## src/rtl/mux_n_arb_pkg.sv

```systemverilog
// Shared definitions for the n-channel select/arbitrate mux:
// mode encodings, output-stage states and a constant clog2 helper.
package mux_n_arb_pkg;

    localparam logic MODE_DIRECTED = 1'b0;
    localparam logic MODE_RR       = 1'b1;

    typedef enum logic {
        StEmpty,
        StFull
    } state_e;

    function automatic int unsigned clog2(input int unsigned value);
        int unsigned r;
        r = 0;
        for (int i = 0; i < 32; i++) begin
            if ((32'd1 << i) < value) begin
                r = unsigned'(i + 1);
            end
        end
        return r;
    endfunction

endpackage

```

## src/rtl/rr_grant_n.sv

```systemverilog
// Round-robin one-hot grant: first requester strictly after ptr, wrapping
// modulo n, found by rotating a doubled request vector and isolating its lowest bit.
module rr_grant_n #(
    parameter int unsigned n  = 3,
    parameter int unsigned sw = 2
) (
    input  logic [n-1:0]  req,
    input  logic [sw-1:0] ptr,
    output logic [n-1:0]  grant
);

    logic [2*n-1:0] w_dbl;
    logic [n-1:0]   w_rot;
    logic [n-1:0]   w_first;
    int unsigned    w_shift;

    always_comb begin
        w_shift = 32'(ptr) + 32'd1;
        w_dbl   = {req, req};
        // Bit k of w_rot is channel (ptr + 1 + k) mod n
        w_rot   = n'(w_dbl >> w_shift);
        w_first = w_rot & (~w_rot + n'(1));
        grant   = n'(({w_first, w_first} << w_shift) >> n);
    end

endmodule

```

## src/rtl/mux_n_arb.sv

```systemverilog
// n-channel valid/ready mux with directed or round-robin selection feeding a
// one-entry registered output stage; sticky flag for out-of-range directed sel.
module mux_n_arb
    import mux_n_arb_pkg::*;
#(
    parameter int unsigned w  = 32,
    parameter int unsigned n  = 3,
    parameter int unsigned sw = (clog2(n) < 1) ? 1 : clog2(n)
) (
    input  logic           clk,
    input  logic           rst,
    input  logic [n*w-1:0] in_data,
    input  logic [n-1:0]   in_valid,
    output logic [n-1:0]   in_ready,
    input  logic           mode,
    input  logic [sw-1:0]  sel,
    output logic [w-1:0]   out_data,
    output logic           out_valid,
    input  logic           out_ready,
    output logic [sw-1:0]  out_src,
    output logic           sel_err
);

    state_e        r_state;
    state_e        w_state_nxt;
    logic [w-1:0]  r_data;
    logic [sw-1:0] r_src;
    logic [sw-1:0] r_ptr;
    logic          r_err;

    logic          w_sel_ok;
    logic          w_load_en;
    logic          w_xfer;
    logic [n-1:0]  w_dir_grant;
    logic [n-1:0]  w_rr_grant;
    logic [n-1:0]  w_grant;
    logic [w-1:0]  w_data_nxt;
    logic [sw-1:0] w_src_nxt;

    rr_grant_n #(
        .n  (n),
        .sw (sw)
    ) u_rr_grant (
        .req   (in_valid),
        .ptr   (r_ptr),
        .grant (w_rr_grant)
    );

    always_comb begin
        w_sel_ok    = 32'(sel) < n;
        w_dir_grant = '0;
        for (int i = 0; i < n; i++) begin
            w_dir_grant[i] = in_valid[i] && (int'(sel) == i);
        end
        w_grant   = (mode == MODE_RR) ? w_rr_grant : w_dir_grant;
        // Reset blocks handshakes so nothing is accepted into a register being cleared
        w_load_en = !rst && ((r_state == StEmpty) || out_ready);
        in_ready  = w_grant & {n{w_load_en}};
        w_xfer    = |in_ready;

        w_data_nxt = '0;
        w_src_nxt  = '0;
        for (int i = 0; i < n; i++) begin
            if (w_grant[i]) begin
                w_data_nxt = in_data[i*w +: w];
                w_src_nxt  = sw'(i);
            end
        end

        w_state_nxt = r_state;
        if (w_load_en) begin
            w_state_nxt = w_xfer ? StFull : StEmpty;
        end
    end

    always_ff @(posedge clk) begin
        if (rst) begin
            r_state <= StEmpty;
            r_data  <= '0;
            r_src   <= '0;
            r_ptr   <= sw'(n - 1);
            r_err   <= 1'b0;
        end else begin
            r_state <= w_state_nxt;
            if (w_xfer) begin
                r_data <= w_data_nxt;
                r_src  <= w_src_nxt;
                if (mode == MODE_RR) begin
                    r_ptr <= w_src_nxt;
                end
            end
            if ((mode == MODE_DIRECTED) && !w_sel_ok && (|in_valid)) begin
                r_err <= 1'b1;
            end
        end
    end

    assign out_valid = (r_state == StFull);
    assign out_data  = r_data;
    assign out_src   = r_src;
    assign sel_err   = r_err;

endmodule

```

## config.mk

```make
export PLATFORM = sky130hd
export DESIGN_NAME = mux_n_arb
export DESIGN_NICKNAME = d
export VERILOG_FILES = /design/src/rtl/mux_n_arb_pkg.sv /design/src/rtl/rr_grant_n.sv /design/src/rtl/mux_n_arb.sv
export SDC_FILE = /design/constraint.sdc
export NUM_CORES = 1
export LEC_CHECK = 0
export CELL_PAD_IN_SITES_DETAIL_PLACEMENT = 1
export CELL_PAD_IN_SITES_GLOBAL_PLACEMENT = 2
export CORE_ASPECT_RATIO = 2
export CORE_MARGIN = 1.5
export CORE_UTILIZATION = 17
export CTS_CLUSTER_DIAMETER = 30
export DETAILED_ROUTE_END_ITERATION = 10
export PLACE_DENSITY_LB_ADDON = 0.1
export SYNTH_ARGS = -nofsm -noshare
export SYNTH_HDL_FRONTEND = slang
export SYNTH_SLANG_ARGS = --single-unit
```

## constraint.sdc

```tcl
create_clock -name clk -period 2.9 [get_ports clk]
set_clock_uncertainty 0.05 [all_clocks]
set_input_delay 0.725 -clock clk [delete_from_list [all_inputs] [get_ports clk]]
set_output_delay 0.725 -clock clk [all_outputs]
set_load 0.02 [all_outputs]
```

After elaboration in Yosys (flattened, before gate mapping) --
Index checks and enable logic that the tools add are counted.
Storage, ports and cells: logic and storage cells 37, input port bits 105, bits in registers 38
Cells by class: multiplexer cells 7, bitwise operators 5, add/subtract/negate cells 2, shift-type cells 2, reduce and logical (&&, ||, !) cells 13, $lt $le $gt $ge 1, equality and inequality tests 2
Operators with widths (count):
- $mux 32 | 3
- $shl 6x32->6 | 1
- $shr 6x32->3 | 1
- $and 3x3->3 | 2
- $logic_and 1x1->1 | 6
- $reduce_or 3->1 | 2
- $eq 2x2->1 const B | 2
- $add 2x1->3 const B | 1
- $add 3x1->3 const B | 1
- $mux 3 | 1
- $not 3->3 | 1
- $logic_not 1->1 | 2
- $logic_not 2->1 | 1
- $lt 2x2->1 const B | 1
- $mux 1 | 2
- $mux 2 | 1
- $not 1->1 | 2
- $reduce_and 2->1 | 1
- $logic_or 1x1->1 | 1

Logic depth before layout (Yosys ltp) --
Gate-level depths: netlist of the first run.
depth after elaboration 10, depth in mapped cells 10, mapped depth without buffers 7

By module --
From an unflattened synthesis of the first run, not the netlist that was laid out.
Second synthesis, totals: cells, all modules 298, area, all modules 2401.1 um^2
Modules (own cells, without submodules):
- mux_n_arb | times used 1, cells an instance 267, area each 2154.6 um^2, seq. area each 760.7 um^2
- rr_grant_n | times used 1, cells an instance 31, area each 246.5 um^2, seq. area each 0.0 um^2

Least setup slack after synthesis of the first run --
No wires, ideal clock.
path type input to output, start point input port in_valid[2], end point output port in_ready[0], path buffers 3, required time 2.125 ns, arrival 2.349 ns, setup slack -0.224 ns, stages 8, cells stage by stage buf_2 -> inv_1 -> o41ai_1 -> nand4_1 -> nand3_1 -> clkbuf_1 -> clkbuf_1 -> and2_1
Between the ends: longest elaborated chain between the ends 7
Ends and longest elaborated chain:
- from (decl) | RTL line mux_n_arb.sv:13 | input logic [n-1:0] in_valid,
- $shr 6x32->3 * | RTL line rr_grant_n.sv:21 | w_rot = n'(w_dbl >> w_shift);
- $not 3->3 | RTL line rr_grant_n.sv:22 | w_first = w_rot & (~w_rot + n'(1));
- $add 3x1->3 | RTL line rr_grant_n.sv:22
- $and 3x3->3 * | RTL line rr_grant_n.sv:22
- $shl 6x32->6 * | RTL line rr_grant_n.sv:23 | grant = n'(({w_first, w_first} << w_shift) >> n);
- $mux 3 * | RTL line mux_n_arb.sv:55 | w_grant = (mode == MODE_RR) ? w_rr_grant : w_dir_grant;
- $and 3x3->3 * | RTL line mux_n_arb.sv:58 | in_ready = w_grant & {n{w_load_en}};
- to (decl) | RTL line mux_n_arb.sv:14 | output logic [n-1:0] in_ready,
Mark *: on every way between the ends. The rest lies on a longest branch, timed or not.

Worst setup path after layout of the first run --
start point input port in_valid[1], end point output port in_ready[2]
Same word-level chain as after synthesis.

==> results.sh, run 1 <==
export IMPL_status="finished, final reports clean"
export IMPL_port_buffers=143
export IMPL_worst_path_max_fanout=8
export IMPL_ys_seq_elements=38
export IMPL_core_mm2=0.01381
export IMPL_cts_buffers=5
export IMPL_cts_htree_levels=2
export IMPL_design_die_area_mm2=0.01489
export IMPL_critPathSlowestCell="a221o_2"
export IMPL_max_stage_delay_ns=0.40
export IMPL_crit_path_frequent_cell="buf_6"
export IMPL_vias_per_cell=4.468
export IMPL_ir_drop_mv=0.2331
export IMPL_setup_viol=0
export IMPL_final_common_cell="clkdlybuf4s50_1"
export IMPL_nNetsFinal=568
export IMPL_post_route_period_util_pct=98.45
export IMPL_root_buffer="clkbuf_16"
export IMPL_hp_class="register to register"
export IMPL_antenna_found_initial=0
export IMPL_ff2ff_path_depth=10
export IMPL_p_sw_uw=673.0
export IMPL_switching_share_pct=32.90
export IMPL_netlist_area_mm2=0.002401
export IMPL_synth_cells=302
export IMPL_p_leak_uw=0.001832
export IMPL_cp_cell_sequence="buf_2 > buf_6 > nand2b_1 > o22ai_2 > a2111oi_4 > a221o_2 > and2_4 > buf_6"
export IMPL_synthFlopType="dfxtp_1"
export IMPL_hold_start="out_data[20]"
export IMPL_fin_cells=652
export IMPL_hold_buffers=0
export IMPL_area_growth_pct=85.93
export IMPL_routed_wire_length_per_instance_um=17.82
export IMPL_detail_route_first_pass_iterations=4
export IMPL_met2_wirelength_um=7304
export IMPL_std_cell_rows=61
export IMPL_hpwl_um=8414
export IMPL_die_w_um=87.04
export IMPL_initial_core_util_pct=17.38
export IMPL_critPathKind="input port to output pin"
export IMPL_ioPinCount=144
export IMPL_clkLatencyLatePin_ns=0.28
export IMPL_hold_violations=0
export IMPL_max_cap_viol_count=0
export IMPL_cts_tree="yes"
export IMPL_drtAntennaViolNets=0
export IMPL_synth_edf_count=0
export IMPL_path_clk_slew_ns=0.06
export IMPL_utilization_pct=32.32
export IMPL_top_layer="met4"
export IMPL_worstMarginPinSlew_ns=0.5163
export IMPL_r2r_end="out_data[1]"
export IMPL_slew_viol_final=0
export IMPL_n_antenna_cell=0
export IMPL_holdPathStages=2
export IMPL_arrival_ns=2.08
export IMPL_rrSetupSlack_ns=0.22
export IMPL_drt_iter0_drc=51
export IMPL_intPower_uw=1373
export IMPL_reg2reg_from="r_ptr[0]"
export IMPL_postSynthAreaPerCell_um2=7.951
export IMPL_wl_met3_um=400
export IMPL_grt_max_degree=38
export IMPL_grt_pass1_vias=3194
export IMPL_vias=2913
export IMPL_ys_warn_count=0
export IMPL_seq_power_share_pct=30.6
export IMPL_async_reset_ff_share_pct=0
export IMPL_grt_use_total_pct=15.74
export IMPL_drc=0
export IMPL_grt_pass1_wl_um=17350
export IMPL_fmax_mhz=350.2
export IMPL_clkPwrFrac_pct=27.8
export IMPL_required_ns=2.12
export IMPL_fill_cells=1647
export IMPL_gp_congestion=0.8243
export IMPL_drt_wl_total_um=11620
export IMPL_power_frac_comb_pct=41.6
export IMPL_layout_common_cells="134 x clkdlybuf4s50_1, 68 x nand2_1, 37 x nor2_1"
export IMPL_clk_path_buf_depth=2
export IMPL_drive_gt1_share_pct=16.20
export IMPL_met1Wirelength_um=3638
export IMPL_start_kind="input port"
export IMPL_period_needed_ns=2.855
export IMPL_grt_overflow_total=0
export IMPL_dp_cells=637
export IMPL_multi_input_area_mm2=0.001574
export IMPL_slew_headroom_pct=65.58
export IMPL_fp_dieH_um=171.1
export IMPL_yosysUniqueCellTypes=44
export IMPL_min_to="out_data[20]"
export IMPL_syn_nets=408
export IMPL_ys_seq_area_share_pct=31.68
export IMPL_cp_end_kind="output pin"
export IMPL_cts_sinks=38
export IMPL_p_per_area_mw_per_mm2=458.2
export IMPL_seq_area_um2=763.2
how the worst max path moves through the flow:
stage	start	endpoint	cells after the start
floorplan	in_valid[2]	in_ready[2]	6
global placement	in_valid[2]	in_ready[2]	6
detailed placement	in_valid[2]	in_ready[2]	8
CTS	in_valid[0]	in_ready[2]	8
global route	in_valid[1]	in_ready[2]	8
finish	in_valid[1]	in_ready[2]	8
timing repair:
action / 4_1_cts / 5_1_grt
gates cloned: 0 / 1
resized for setup: 44 / 10
pin swaps: 6 / 6
buffers inserted: 2 / 5
endpoints found under the setup margin: 39 / 6
cell type report:
| type | count | share of cell area [%] |
|---|---|---|
| Clock buffer | 7 | 3.195 |
| Clock inverter | 1 | 0.1121 |
| Inverter | 5 | 0.4204 |
| Timing Repair Buffer | 179 | 38.62 |
| Sequential cell | 38 | 17.10 |
| Multi-Input combinational cell | 233 | 35.26 |
| Tap cell | 189 | 5.297 |
logic make-up (layout without fill, tap and decap cells):
logic type	Yosys count	count (layout)	share of synthesized area (%)
fa+ha+maj	1	1	0.5210
compound gates	56	56	20.01
simple gates	142	142	26.99
buf+inv	31	192	6.566
mux	34	34	14.23
flops	38	38	31.68
synth_stat cells (2+ instances only):
| cell type | number | area (um2) |
|---|---|---|
| inv_2 | 2 | 7.510 |
| a221o_1 | 2 | 20.02 |
| and2_1 | 5 | 31.28 |
| inv_1 | 3 | 11.26 |
| nor2_1 | 37 | 138.9 |
| nand2_1 | 68 | 255.2 |
| nand3_1 | 4 | 20.02 |
| mux2i_1 | 33 | 330.3 |
| nand3b_1 | 4 | 30.03 |
| a31oi_1 | 3 | 18.77 |
| nor3_1 | 2 | 10.01 |
| clkbuf_1 | 15 | 56.30 |
| dfxtp_1 | 38 | 760.7 |
| a221oi_1 | 32 | 280.3 |
| a21oi_1 | 2 | 10.01 |
| buf_6 | 4 | 45.04 |
| or3_1 | 2 | 12.51 |
| buf_2 | 6 | 30.03 |
| o21ai_0 | 3 | 15.01 |
| a31o_1 | 2 | 17.52 |
| nor2b_1 | 6 | 37.54 |
| nand2b_1 | 5 | 31.28 |
| and3_1 | 3 | 18.77 |
flip-flops by register name, summed over array words and instances (netlist names):
| register | count |
|---|---|
| out_valid | 1 |
| r_ptr | 2 |
| out_data | 32 |
| sel_err | 1 |
| out_src | 2 |
routing by layer:
layer	GRT usage (%)	vias up
met4	5.330	0
met5	0	-
li1	-	1407
met2	34.14	74
met1	13.77	1420
met3	1.881	12
worst max-delay path, delay by kind of cell:
kind	cells	cell delay [ns]
AOI/OAI and AO/OA	3	0.69
and+or+nand+nor	2	0.27
buffers and inverters	3	0.40
power groups by stage:
stage	Clock, uW	Sequential, uW	Combinational (uW)
final	568	627	851
after global routing	616	635	916
after CTS	602	627	856
after detailed placement	0	637	838
after global placement	0	635	834
after floorplan	0	719	322
through the flow:
step	TNS [ns]	cell area [um2]	hold WS, ns	setup WS [ns]	total power [uW]
floorplan	0	2407	0.4849	0.0009837	1041
global placement	-18.10	4182	0.3962	-0.8847	1469
detailed placement	-19.94	4182	0.4050	-0.9300	1475
CTS	0	4402	0.4127	0.0001141	2085
global route	-0.01860	4464	0.4237	-0.01860	2168
finish	0	4464	0.4078	0.04483	2046
Power figures use the tool's default switching activity.
==> run 2, diff against run 1 <==
Settings changed: SKIP_LAST_GASP set to 1.
==> run 2 against run 1 <==
Design area unchanged. Die area unchanged. Power about the same. Utilization unchanged. Flip-flop and latch count unchanged. Fmax about the same. Critical endpoint unchanged. Largest cell class unchanged.
==> results.sh, run 2 (synthesized netlist as in run 1, its figures left out) <==
export IMPL_status="finished, final reports clean"
export IMPL_seq_power_share_pct=30.6
export IMPL_required_ns=2.12
export IMPL_ir_drop_mv=0.2331
export IMPL_detail_route_first_pass_iterations=4
export IMPL_crit_path_frequent_cell="buf_6"
export IMPL_hold_violations=0
export IMPL_drt_wl_total_um=11650
export IMPL_antenna_found_initial=0
export IMPL_p_per_area_mw_per_mm2=458.3
export IMPL_fmax_mhz=350.4
export IMPL_final_common_cell="clkdlybuf4s50_1"
export IMPL_cp_end_kind="output pin"
export IMPL_p_sw_uw=673.4
export IMPL_port_buffers=143
export IMPL_slew_viol_final=0
export IMPL_cts_buffers=5
export IMPL_grt_max_degree=38
export IMPL_r2r_end="out_data[1]"
export IMPL_switching_share_pct=32.91
export IMPL_root_buffer="clkbuf_16"
export IMPL_vias_per_cell=4.475
export IMPL_intPower_uw=1373
export IMPL_routed_wire_length_per_instance_um=17.87
export IMPL_design_die_area_mm2=0.01489
export IMPL_worst_path_max_fanout=8
export IMPL_clkPwrFrac_pct=27.8
export IMPL_clk_path_buf_depth=2
export IMPL_drc=0
export IMPL_finish_instance_area_mm2=0.004464
export IMPL_drt_iter0_drc=48
export IMPL_initial_core_util_pct=17.38
export IMPL_min_to="out_data[20]"
export IMPL_max_cap_viol_count=0
export IMPL_hold_start="out_data[20]"
export IMPL_core_mm2=0.01381
export IMPL_grt_pass1_wl_um=17350
export IMPL_start_kind="input port"
export IMPL_reg2reg_from="r_ptr[0]"
export IMPL_clkLatencyLatePin_ns=0.28
export IMPL_power_total_uw=2046
export IMPL_die_w_um=87.04
export IMPL_drtAntennaViolNets=0
export IMPL_hpwl_um=8414
export IMPL_post_route_period_util_pct=98.42
export IMPL_hold_buffers=0
export IMPL_std_cell_rows=61
export IMPL_critPathBufInv=3
export IMPL_worstMarginPinSlew_ns=0.5149
export IMPL_hp_class="register to register"
export IMPL_power_frac_comb_pct=41.6
export IMPL_placed_cell_area_mm2=0.004182
export IMPL_grt_use_total_pct=15.74
export IMPL_cts_tree="yes"
export IMPL_slew_headroom_pct=65.67
export IMPL_cts_htree_levels=2
export IMPL_period_needed_ns=2.854
export IMPL_layout_common_cells="134 x clkdlybuf4s50_1, 68 x nand2_1, 37 x nor2_1"
export IMPL_largest_reg_flops=32
export IMPL_critPathSlowestCell="a221o_2"
export IMPL_rrSetupSlack_ns=0.22
export IMPL_grt_overflow_total=0
export IMPL_cts_sinks=38
export IMPL_path_clk_slew_ns=0.06
export IMPL_gp_congestion=0.8243
export IMPL_holdPathStages=2
export IMPL_critPathKind="input port to output pin"
export IMPL_n_antenna_cell=0
export IMPL_cp_cell_sequence="buf_2 > buf_6 > nand2b_1 > o22ai_2 > a2111oi_4 > a221o_2 > and2_4 > buf_6"
export IMPL_ioPinCount=144
export IMPL_setup_viol=0
export IMPL_drive_gt1_share_pct=16.20
export IMPL_arrival_ns=2.08
export IMPL_area_growth_pct=85.93
export IMPL_path_delay_family="compound AO/OA/AOI/OAI gates"
export IMPL_max_stage_delay_ns=0.40
export IMPL_fp_dieH_um=171.1
export IMPL_nNetsFinal=568
export IMPL_vias=2918
export IMPL_p_leak_uw=0.001832
export IMPL_ff2ff_path_depth=10
export IMPL_grt_pass1_vias=3194
-- run 2: area by class of cell --
type                            instances  area, um2
Tap cell                              189      236.5
Timing Repair Buffer                  179       1724
Fill cell                            1647       9350
Inverter                                5      18.77
Sequential cell                        38      763.2
Clock buffer                            7      142.6
Clock inverter                          1      5.005
Multi-Input combinational cell        233       1574
-- run 2: what timing repair did --
item / CTS / global route
gates resized for setup: 42 / 12
endpoints found under the setup margin: 39 / 8
gates cloned: 0 / 1
buffers inserted: 2 / 5
pin swaps: 6 / 6
-- run 2: routing by layer --
metal / global-route usage [%] / vias to the layer above / part of all wire (%)
met5: 0 / - / 0
met2: 34.14 / 76 / 63
li1: - / 1407 / -
met4: 5.330 / 0 / 2.4
met1: 13.77 / 1423 / 32
met3: 1.881 / 12 / 3.5
-- run 2: how the worst max path moves through the flow --
stage | from | to | slack (ns) | cells past startpoint
global placement | in_valid[2] | in_ready[2] | -0.88 | 6
detailed placement | in_valid[2] | in_ready[2] | -0.93 | 8
floorplan | in_valid[2] | in_ready[2] | 0.001 | 6
finish | in_valid[1] | in_ready[2] | 0.05 | 8
CTS | in_valid[1] | in_ready[1] | -0.007 | 8
global route | in_valid[1] | in_ready[2] | -0.02 | 8
-- run 2: per-stage QoR --
stage                     setup slack [ns]  utilization, %  hold WS [ns]  instances    TNS, ns
after floorplan                  0.0009837               -        0.4849        302          0
after global placement             -0.8847           30.27        0.3962        637     -18.10
after detailed placement           -0.9300           30.27        0.4050        637     -19.94
after CTS                        -0.007285           31.90        0.4127        647  -0.007285
after global routing              -0.01625           32.32        0.4237        652   -0.01625
final                              0.04589           32.32        0.4077        652          0
-- run 2: power groups by stage --
stage | clock, uW | sequential [uW] | combinational (uW)
2_1_floorplan | 0 | 719 | 322
3_3_place_gp | 0 | 635 | 834
3_5_place_dp | 0 | 637 | 838
4_1_cts | 602 | 627 | 857
5_1_grt | 616 | 635 | 916
6_report | 568 | 627 | 851
-- run 2: tightest hold or removal path: cells and delay by family, from the launching register on --
family,cells,cell delay (ns)
DFF,1,0.31
and+or+nand+nor,1,0.05
muxes,1,0.05
==> run 3, diff against run 2 <==
Settings changed: MAX_ROUTING_LAYER set to met4.
==> run 3 against run 2 <==
Via count fell by 0.21%. Non-clock buffer count did not move. Sequential share of layout area did not move. Combinational power barely moved. Critical path depth did not move. Wire length fell by 0.15%. Critical path type unchanged. Critical endpoint unchanged. Largest cell class unchanged. Largest power group unchanged. Highest routed layer unchanged.
==> results.sh, run 3 (synthesized netlist as in run 1, its figures left out) <==
export IMPL_ff2ff_path_depth=10
export IMPL_cts_buffers=5
export IMPL_post_route_period_util_pct=98.48
export IMPL_critPathKind="input port to output pin"
export IMPL_drt_wl_total_um=11630
export IMPL_grt_pass1_vias=3192
export IMPL_n_antenna_cell=0
export IMPL_worst_path_max_fanout=8
export IMPL_drtAntennaViolNets=0
export IMPL_fmax_mhz=350.2
export IMPL_path_clk_slew_ns=0.06
export IMPL_hp_class="register to register"
export IMPL_fin_cells=652
export IMPL_grt_pass1_wl_um=17360
export IMPL_clk_path_buf_depth=2
export IMPL_ioPinCount=144
export IMPL_clkLatencyLatePin_ns=0.28
export IMPL_slew_viol_final=0
export IMPL_design_die_area_mm2=0.01489
export IMPL_root_buffer="clkbuf_16"
export IMPL_std_cell_rows=61
export IMPL_hold_buffers=0
export IMPL_cts_sinks=38
export IMPL_vias_per_cell=4.466
export IMPL_grt_overflow_total=0
export IMPL_start_kind="input port"
export IMPL_cts_tree="yes"
export IMPL_ir_drop_mv=0.2334
export IMPL_p_leak_uw=0.001832
export IMPL_p_per_area_mw_per_mm2=458.4
export IMPL_hold_violations=0
export IMPL_cp_end_kind="output pin"
export IMPL_area_growth_pct=85.93
export IMPL_port_buffers=143
export IMPL_final_common_cell="clkdlybuf4s50_1"
export IMPL_drc=0
export IMPL_layout_common_cells="134 x clkdlybuf4s50_1, 68 x nand2_1, 37 x nor2_1"
export IMPL_period_needed_ns=2.856
export IMPL_fp_dieH_um=171.1
export IMPL_grt_use_total_pct=16.19
export IMPL_arrival_ns=2.08
export IMPL_status="finished, final reports clean"
export IMPL_antenna_found_initial=0
export IMPL_detail_route_first_pass_iterations=4
export IMPL_cts_htree_levels=2
export IMPL_core_mm2=0.01381
export IMPL_largest_reg_flops=32
export IMPL_slew_headroom_pct=65.85
export IMPL_drt_iter0_drc=43
export IMPL_dp_cells=637
export IMPL_setup_viol=0
export IMPL_required_ns=2.12
export IMPL_routed_wire_length_per_instance_um=17.84
export IMPL_max_cap_viol_count=0
export IMPL_nNetsFinal=568
export IMPL_vias=2912
export IMPL_holdPathStages=2
export IMPL_die_w_um=87.04
export IMPL_gp_congestion=0.8367
export IMPL_drive_gt1_share_pct=16.20
export IMPL_grt_max_degree=38
export IMPL_hpwl_um=8414
export IMPL_initial_core_util_pct=17.38
export IMPL_hold_slack_ns=0.4077
export IMPL_worstMarginPinSlew_ns=0.5123
-- run 3: cell counts in the layout (fill, tap and decap cells not counted) --
Identical to the previous run, type by type.
-- run 3: per-layer routing --
layer | vias up | global-route usage (%) | share of wire [%]
li1 | 1409 | - | -
met1 | 1420 | 13.89 | 32
met2 | 70 | 34.07 | 63
met3 | 13 | 1.833 | 3.3
met4 | 0 | 5.330 | 2.4
met5 | - | - | 0
-- run 3: timing repair --
action | 4_1_cts | 5_1_grt
gates cloned | 0 | 1
resized for setup | 42 | 12
buffers inserted | 2 | 5
setup endpoints to repair | 39 | 13
pin swaps | 6 | 6
-- run 3: layout make-up --
| cell class | count | area (um2) |
|---|---|---|
| Clock buffer | 7 | 142.6 |
| Clock inverter | 1 | 5.005 |
| Fill cell | 1647 | 9350 |
| Inverter | 5 | 18.77 |
| Multi-Input combinational cell | 233 | 1574 |
| Sequential cell | 38 | 763.2 |
| Tap cell | 189 | 236.5 |
| Timing Repair Buffer | 179 | 1724 |
-- run 3: stage by stage --
stage	total power, uW	instance area [um2]	util (%)	setup slack (ns)	TNS (ns)
6_report	2046	4464	32.32	0.04413	0
5_1_grt	2170	4464	32.32	-0.01625	-0.01625
4_1_cts	2085	4407	31.90	-0.007285	-0.007285
3_5_place_dp	1475	4182	30.27	-0.9300	-19.94
3_3_place_gp	1469	4182	30.27	-0.8847	-18.10
2_1_floorplan	1041	2407	-	0.0009837	0
-- run 3: report_power, final --
| part | switching [uW] | internal, uW | total, uW |
|---|---|---|---|
| combinational | 412 | 439 | 850 |
| sequential | 34.5 | 592 | 627 |
| clock | 227 | 342 | 569 |
| total | 674 | 1370 | 2050 |
-- run 3: final timing paths --
path           startpoint           end  slack [ns]
max reg2reg      r_ptr[0]   out_data[1]        0.22
max           in_valid[1]   in_ready[2]        0.04
min reg2reg  out_data[20]  out_data[20]        0.41
min          out_data[20]  out_data[20]        0.41
-- run 3: worst max-delay path: stages --
cell	delay, ns
buf_2	0.13
buf_6	0.14
nand2b_1	0.10
o22ai_2	0.21
a2111oi_4	0.08
a221o_2	0.40
and2_4	0.17
buf_6	0.13
